===== config.mk =====
export PLATFORM = sky130hd
export DESIGN_NAME = simple_writeback
export DESIGN_NICKNAME = d
export VERILOG_FILES = /design/src/rtl/simple_writeback.sv
export SDC_FILE = /design/constraint.sdc
export NUM_CORES = 1
export LEC_CHECK = 0
export CAP_MARGIN = 20
export CELL_PAD_IN_SITES_DETAIL_PLACEMENT = 2
export CELL_PAD_IN_SITES_GLOBAL_PLACEMENT = 2
export CORE_MARGIN = 2
export CORE_UTILIZATION = 43
export DETAILED_ROUTE_END_ITERATION = 12
export HOLD_SLACK_MARGIN = 0.08
export PLACE_DENSITY_LB_ADDON = 0.1
export REMOVE_ABC_BUFFERS = 1
export SYNTH_ARGS = -nofsm -noshare
export SYNTH_HDL_FRONTEND = slang
export SYNTH_SLANG_ARGS = --single-unit
export TNS_END_PERCENT = 100

===== constraint.sdc =====
create_clock -name clk -period 10.5 [get_ports clk]
set_input_delay 2.625 -clock clk [delete_from_list [all_inputs] [get_ports clk]]
set_output_delay 2.625 -clock clk [all_outputs]
set_load 0.005 [all_outputs]

===== src/rtl/simple_writeback.sv =====
// simple_writeback: in-order write-back queue between the ALU and the register file,
// with a pending-write scoreboard and RUN/DRAIN/HALT stop control.
// Optional feature: define SIMPLE_WB_BYPASS_EN to add byp_data_o (youngest matching data).
module simple_writeback #(
    parameter int DATA_W     = 32,
    parameter int REG_ADDR_W = 5,
    parameter int DEPTH      = 4
) (
    input  logic                    clk,
    input  logic                    n_reset,
    input  logic                    wb_valid_i,
    output logic                    wb_ready_o,
    input  logic [REG_ADDR_W-1:0]   wb_addr_i,
    input  logic [DATA_W-1:0]       wb_data_i,
    input  logic                    stop_i,
    output logic                    rf_wen_o,
    output logic [REG_ADDR_W-1:0]   rf_waddr_o,
    output logic [DATA_W-1:0]       rf_wdata_o,
    input  logic                    rf_wack_i,
    input  logic [REG_ADDR_W-1:0]   pend_addr_i,
    output logic                    pend_hit_o,
    output logic [$clog2(DEPTH):0]  count_o,
    output logic                    halted_o
`ifdef SIMPLE_WB_BYPASS_EN
    ,
    output logic [DATA_W-1:0]       byp_data_o
`endif
);
    localparam int PTR_W = $clog2(DEPTH);
    localparam int CNT_W = PTR_W + 1;

    typedef enum logic [1:0] {
        ST_RUN   = 2'd0,
        ST_DRAIN = 2'd1,
        ST_HALT  = 2'd2
    } state_t;

    state_t                 state_q, state_d;
    logic [PTR_W-1:0]       wr_ptr_q, wr_ptr_d;
    logic [PTR_W-1:0]       rd_ptr_q, rd_ptr_d;
    logic [CNT_W-1:0]       count_q, count_d;
    logic [REG_ADDR_W-1:0]  addr_mem_q [DEPTH];
    logic [DATA_W-1:0]      data_mem_q [DEPTH];
    logic                   rf_wen_q, rf_wen_d;
    logic [REG_ADDR_W-1:0]  head_addr_q, head_addr_d;
    logic [DATA_W-1:0]      head_data_q, head_data_d;
    logic                   ready_s;
    logic                   push_s;
    logic                   enq_s;
    logic                   pop_s;
    logic [PTR_W-1:0]       slot_s [DEPTH];
    logic [DEPTH-1:0]       match_s;

    // Handshake: writes to r0 complete the handshake but are never stored.
    always_comb begin
        ready_s = (count_q < CNT_W'(DEPTH)) && (state_q == ST_RUN);
        push_s  = wb_valid_i && ready_s && n_reset;
        enq_s   = push_s && (wb_addr_i != {REG_ADDR_W{1'b0}});
        pop_s   = rf_wen_q && rf_wack_i;
    end

    // Pointer, occupancy and registered head-of-queue next state.
    always_comb begin
        wr_ptr_d    = enq_s ? (wr_ptr_q + PTR_W'(1)) : wr_ptr_q;
        rd_ptr_d    = pop_s ? (rd_ptr_q + PTR_W'(1)) : rd_ptr_q;
        count_d     = count_q + {{PTR_W{1'b0}}, enq_s} - {{PTR_W{1'b0}}, pop_s};
        rf_wen_d    = (count_d != {CNT_W{1'b0}});
        head_addr_d = head_addr_q;
        head_data_d = head_data_q;
        // The new head is the entry being written this cycle when it lands on the read slot.
        if (enq_s && (wr_ptr_q == rd_ptr_d)) begin
            head_addr_d = wb_addr_i;
            head_data_d = wb_data_i;
        end else if (count_d != {CNT_W{1'b0}}) begin
            head_addr_d = addr_mem_q[rd_ptr_d];
            head_data_d = data_mem_q[rd_ptr_d];
        end else begin
            head_addr_d = head_addr_q;
            head_data_d = head_data_q;
        end
    end

    // Stop control: stop only acts in RUN; HALT is left only through reset.
    always_comb begin
        state_d = state_q;
        case (state_q)
            ST_RUN:   state_d = stop_i ? ST_DRAIN : ST_RUN;
            ST_DRAIN: state_d = ((count_q == {CNT_W{1'b0}}) && !pop_s) ? ST_HALT : ST_DRAIN;
            ST_HALT:  state_d = ST_HALT;
            default:  state_d = ST_RUN;
        endcase
    end

    // Control state registers with synchronous active-low reset.
    always_ff @(posedge clk) begin
        if (!n_reset) begin
            state_q     <= ST_RUN;
            wr_ptr_q    <= {PTR_W{1'b0}};
            rd_ptr_q    <= {PTR_W{1'b0}};
            count_q     <= {CNT_W{1'b0}};
            rf_wen_q    <= 1'b0;
            head_addr_q <= {REG_ADDR_W{1'b0}};
            head_data_q <= {DATA_W{1'b0}};
        end else begin
            state_q     <= state_d;
            wr_ptr_q    <= wr_ptr_d;
            rd_ptr_q    <= rd_ptr_d;
            count_q     <= count_d;
            rf_wen_q    <= rf_wen_d;
            head_addr_q <= head_addr_d;
            head_data_q <= head_data_d;
        end
    end

    // Queue storage; occupancy alone defines which slots are valid.
    always_ff @(posedge clk) begin
        if (enq_s) begin
            addr_mem_q[wr_ptr_q] <= wb_addr_i;
            data_mem_q[wr_ptr_q] <= wb_data_i;
        end
    end

    // Scoreboard: slot g is the g-th oldest entry, valid when g < count.
    for (genvar g = 0; g < DEPTH; g++) begin : g_match
        assign slot_s[g]  = rd_ptr_q + PTR_W'(g);
        assign match_s[g] = (CNT_W'(g) < count_q)
                         && (addr_mem_q[slot_s[g]] == pend_addr_i)
                         && (pend_addr_i != {REG_ADDR_W{1'b0}});
    end

`ifdef SIMPLE_WB_BYPASS_EN
    logic [DATA_W-1:0] byp_s;

    // Bypass: scan oldest to youngest so the youngest match wins.
    always_comb begin
        byp_s = {DATA_W{1'b0}};
        for (int k = 0; k < DEPTH; k++) begin
            byp_s = match_s[k] ? data_mem_q[slot_s[k]] : byp_s;
        end
    end

    assign byp_data_o = byp_s;
`endif

    assign wb_ready_o = ready_s && n_reset;
    assign rf_wen_o   = rf_wen_q && n_reset;
    assign rf_waddr_o = head_addr_q;
    assign rf_wdata_o = head_data_q;
    assign pend_hit_o = (|match_s) && n_reset;
    assign count_o    = count_q;
    assign halted_o   = (state_q == ST_HALT) && n_reset;

endmodule


Yosys cells after proc, flatten, opt, wreduce, memory -nomap -nowiden
Memories as Yosys holds them, arrays and structs flattened. A register that Yosys moved wholly into a read port is not among the register bits.
Index checks and enable logic that the tools add are counted.
{ "word_totals": {"reg_bits": 10, "ram_bits": 148, "inputBits": 47, "wordCells": 61, "n_memories": 2} }
{ "memory_table": {"columns": ["name", "depth", "word_bits", "rd", "rd_ports_with_merged_regs", "write_ports", "line_no", "source"], "rows": [
  ["data_mem_q", 4, 32, 1, 1, 1, "43", "logic [DATA_W-1:0] data_mem_q [DEPTH];"],
  ["addr_mem_q", 4, 5, 5, 2, 1, "42", "logic [REG_ADDR_W-1:0] addr_mem_q [DEPTH];"]
]} }
{ "classes": {"add_sub_neg": 6, "order_cmp": 5, "eq_ne": 7, "mux": 7, "reduce_logical": 29} }
{ "op_table": {"columns": ["op", "count"], "rows": [
  ["$eq A5 B5 Y1", 4],
  ["$logic_and A1 B1 Y1", 19],
  ["$reduce_bool A5 Y1", 2],
  ["$lt A1 B3 Y1 const A", 2],
  ["$lt A2 B3 Y1 const A", 2],
  ["$mux W2", 3],
  ["$pmux W2 S3", 1],
  ["$add A2 B1 Y2 const B", 2],
  ["$add A2 B2 Y2 const B", 2],
  ["$reduce_or A4 Y1", 1],
  ["$add A3 B1 Y3", 1],
  ["$logic_not A1 Y1", 3],
  ["$logic_not A3 Y1", 1],
  ["$lt A3 B3 Y1 const B", 1],
  ["$mux W1", 3],
  ["$reduce_bool A3 Y1", 1],
  ["$sub A3 B1 Y3", 1],
  ["$eq A2 B1 Y1 const B", 1],
  ["$eq A2 B2 Y1", 1],
  ["$eq A2 B2 Y1 const B", 1],
  ["$logic_not A2 Y1", 1],
  ["$reduce_bool A2 Y1", 1]
]} }

Logic depth before layout (Yosys ltp)
{ "depth": {"depth_word": 9, "mapped_depth": 14, "mapped_depth_nobuf": 12} }

Worst setup path after synthesis
No wires, ideal clock.
{ "synth_timing": {"path_type": "input-to-output", "start": "in pend_addr_i[0]", "end": "out pend_hit_o", "arrival_ns": 3.741, "required_time_ns": 7.875, "path_slack_ns": 4.134, "cell_stages": 6, "cell_sequence": "clkbuf_1 or4_1 o21ai_1 a2111oi_0 nand4_1 o211ai_1"} }
{ "synth_via": {"elab_chain_len": 5, "elab_cells_between_ends": 15, "cone_classes": "eq/ne (4); reduce/logical (11)"} }
{ "synth_lines": {"columns": ["item", "line_no", "source"], "rows": [
  ["from (decl)", "20", "input logic [REG_ADDR_W-1:0] pend_addr_i,"],
  ["$eq A5 B5 Y1", "127", "&& (addr_mem_q[slot_s[g]] == pend_addr_i)"],
  ["$logic_and A1 B1 Y1", "127", null],
  ["$logic_and A1 B1 Y1", "128", "&& (pend_addr_i != {REG_ADDR_W{1'b0}});"],
  ["$reduce_or A4 Y1 (*)", "149", "assign pend_hit_o = (|match_s) && n_reset;"],
  ["$logic_and A1 B1 Y1 (*)", "149", null],
  ["to (decl)", "21", "output logic pend_hit_o,"]
]} }
Mark *: on every way between the ends. The rest lies on a longest branch, timed or not.

Worst setup path in the final report
{ "layout_timing": {"start": "in pend_addr_i[1]", "end": "out pend_hit_o"} }
Same word-level chain as after synthesis.

==> key figures <==
Outcome
  – Status: complete, no violations

Worst setup path
  – Slowest stage delay, CP: ~0.63 ns
  – Crit end category: output pin
  – Crit-path cells: clkdlybuf4s50_1 > or4_1 > o21ai_1 > a2111oi_0 > nand4_1 > o211ai_1 > clkdlybuf4s50_1
  – Critical path's slowest cell: clkdlybuf4s50_1
  – Most used cell along the critical path: clkdlybuf4s50_1
  – Worst endpoint required time: 7.88 ns
  – Startpoint types: input port
  – Critical path type: input port to output pin
  – Worst Path Arrival: between 4 and 5 ns
  – Crit path from: pend_addr_i[1]
  – R2r startpoint: count_o[2]$_SDFF_PN0_
  – Max FO, Critical Path: 5

Drt
  – Vias/cell: about 6
  – WL final: between 20,000 and 25,000 um
  – Iteration-0 DRC Markers: 349
  – DR WL/cell: between 20 and 30 um
  – DR pass1 iterations: 4
  – Residual DRC: 0
  – Post-route ant nets: 0
  – Vias: ~5.3k

Logic synthesis
  – Yosys warnings: 0
  – Post-synth top area share: a little over half
  – Ys flop type: edfxtp_1
  – Seq/Total Area, Yosys: 65.38%
  – Post-synth ARST share: 0%
  – Synth Register Bits: ~200
  – Netlist cell types: 48
  – Cells after Synth: roughly 580
  – Syn_area_per_cell: around 14 um2
  – Post-synth EDFFs: 148
  – Synth area leaders: edfxtp_1 54%, dfxtp_1 11%, mux2_2 5.1%
  – Post-synth top area cell: edfxtp_1
  – Top-count cell post-synth: edfxtp_1
  – Most frequent cells after synthesis: 148 x edfxtp_1, 78 x nand2_1, 47 x dfxtp_1
  – Synth Cell Area: 8237 um2

CTS
  – # hold bufs at CTS: 0
  – Post-CTS Setup Inserts: 0
  – Max Buffers Root-to-Sink: 2
  – Clk sinks: around 200
  – Clock Root Buffer: clkbuf_16
  – Clk pin slew, worst setup/hold paths: 0.07 ns
  – Post-CTS sizing: 0
  – Clk Latency, worst-skew pair: about 0.43 ns
  – Htree depth: 4
  – CTS buffer count: 17
  – CTS tree: built

Timing
  – RSZ-0062 raised after global routing: false
  – Setup-failing EPs final: 0
  – Minimum clock period: ~7.5 ns
  – Slew margin rel.: ~30%
  – Slew @ Worst Pin: 1.039 ns
  – Setup_tns: 0 ns
  – Fin. max-slew vios: 0
  – Worst Skew: about 0.012 ns
  – Max frequency: between 100 and 150 MHz
  – Hold Fails Final Rpt: 0
  – Ratio of final minimum period to clock period: between 70% and 80%

Place
  – Gpl congestion: 0.7612
  – DP Area: 9304 um2
  – Dpl hpwl: about 14,000 um
  – Port Buffer Count: 90

Die
  – Die W: roughly 140 um
  – Die area: about 20,000 um2
  – Die Y: 142.4 um
  – # IOs: 91
  – Total core area: between 15,000 and 20,000 um2
  – Starting Density: 43.89%
  – Row count: 50

GRT
  – Largest net degree at the start of global routing: 55
  – Grt total ovfl: 0
  – Global-route wire length before repair: ~36,000 um
  – Global-route usage over all layers: between 20% and 30%
  – Vias in the first global route: approximately 6.1k
  – Initial antenna violation count: 0

Power
  – Pwr/cell area: 272.2 nW/um2
  – Static Leakage: 3.355 nW
  – Peak VDD IR: ~0.17 mV

Finish
  – Final Cell Area: around 9900 um2
  – N_diodes: 0
  – Share of cells above drive strength 1: approximately 15%
  – Filler instances: ~1.8k
  – NumNets Final: 712
  – Area Growth Syn to Fin: 20.11%

Hold path
  – HP Class: register to register
  – Hold Path Origin: wr_ptr_q[0]$_SDFFE_PN0P_

Flow run
  – Max-cap violations: 0
==> logic make-up after synthesis <==
family	count (synthesis)	share of synthesized area, %
XOR/XNOR	25	3.145
AO/OA/AOI/OAI	125	10.94
flip-flops	195	65.38
multiplexers	59	8.947
buffers and inverters	48	3.570
adder cells (fa/ha/maj)	9	1.458
AND/OR/NAND/NOR	114	6.562
==> critical path, delay by kind of cell <==
| kind | cells | cell delay, ns |
|---|---|---|
| compound gates | 3 | 0.77 |
| simple gates | 2 | 0.33 |
| buf+inv | 2 | 1.15 |
==> state kept, by name (all words and copies together), names as in the netlist <==
signal      flops
state_q         2
rf_wdata_o     32
count_o         3
wr_ptr_q        2
addr_mem_q     20
data_mem_q    128
rf_wen_q        1
rd_ptr_q        2
rf_waddr_o      5
==> report_power, final <==
part	total (W)	internal (W)	switching, W	leakage [nW]
logic	0.00105	0.000474	0.000572	1.35
registers	0.00101	0.000932	0.0000775	1.73
clock network	0.000637	0.000351	0.000286	0.271
==> per-stage QoR <==
step	util (%)	setup slack (ns)	hold WS, ns	std cells	power, W
floorplan	-	3.571	0.4658	536	0.001580
global placement	49.57	2.797	0.5143	870	0.001979
detailed placement	49.57	2.699	0.5440	870	0.002039
CTS	52.61	2.981	0.5569	902	0.002694
global route	52.71	2.918	0.5773	903	0.002832
finish	52.71	2.998	0.5449	903	0.002693
==> routing by layer <==
layer	vias up	global-route usage, %	share of wire (%)
met2	119	43.73	53
met1	2783	29.62	42
met3	17	3.668	3.3
li1	2373	-	-
met4	0	6.670	0.91
met5	-	0	0
==> path summary, 6_finish.rpt <==
| kind | endpoint | slack (ns) | cells after the start |
|---|---|---|---|
| setup / recovery | pend_hit_o | 3.00 | 7 |
| hold / removal | wr_ptr_q[0]$_SDFFE_PN0P_ | 0.54 | 2 |
| setup reg to reg | rf_wdata_o[26]$_SDFFE_PN0P_ | 6.06 | 13 |
| hold reg to reg | wr_ptr_q[0]$_SDFFE_PN0P_ | 0.54 | 2 |
==> area by class of cell <==
class | count | area [um2] | share of cell area, %
inverter | 9 | 38.79 | 0.3921
timing repair buffer | 101 | 996.0 | 10.07
tap | 234 | 292.8 | 2.959
clock buffer | 19 | 432.9 | 4.376
clock inverter | 13 | 136.4 | 1.379
multi-input combinational | 332 | 2608 | 26.36
sequential | 195 | 5389 | 54.47
==> cell usage in the layout, fill, tap and decap left out, types with 3 or more instances in the layout <==
master	synthesis	routed
buf_4	4	10
a31oi_1	37	37
mux2i_1	14	14
nor4_1	3	3
inv_6	1	3
edfxtp_1	148	148
mux2_2	37	37
clkdlybuf4s50_1	0	90
mux4_2	8	8
dfxtp_1	47	46
clkbuf_16	0	17
xnor2_1	15	15
clkinv_2	0	3
clkinvlp_4	0	3
inv_1	8	8
ha_1	8	8
nor2_1	8	8
and2_1	7	7
a22o_1	37	37
xor2_1	7	6
nand2_1	78	78
o22ai_1	37	37
and2_2	4	4
a21oi_1	4	4
Power figures use the tool's default switching activity.
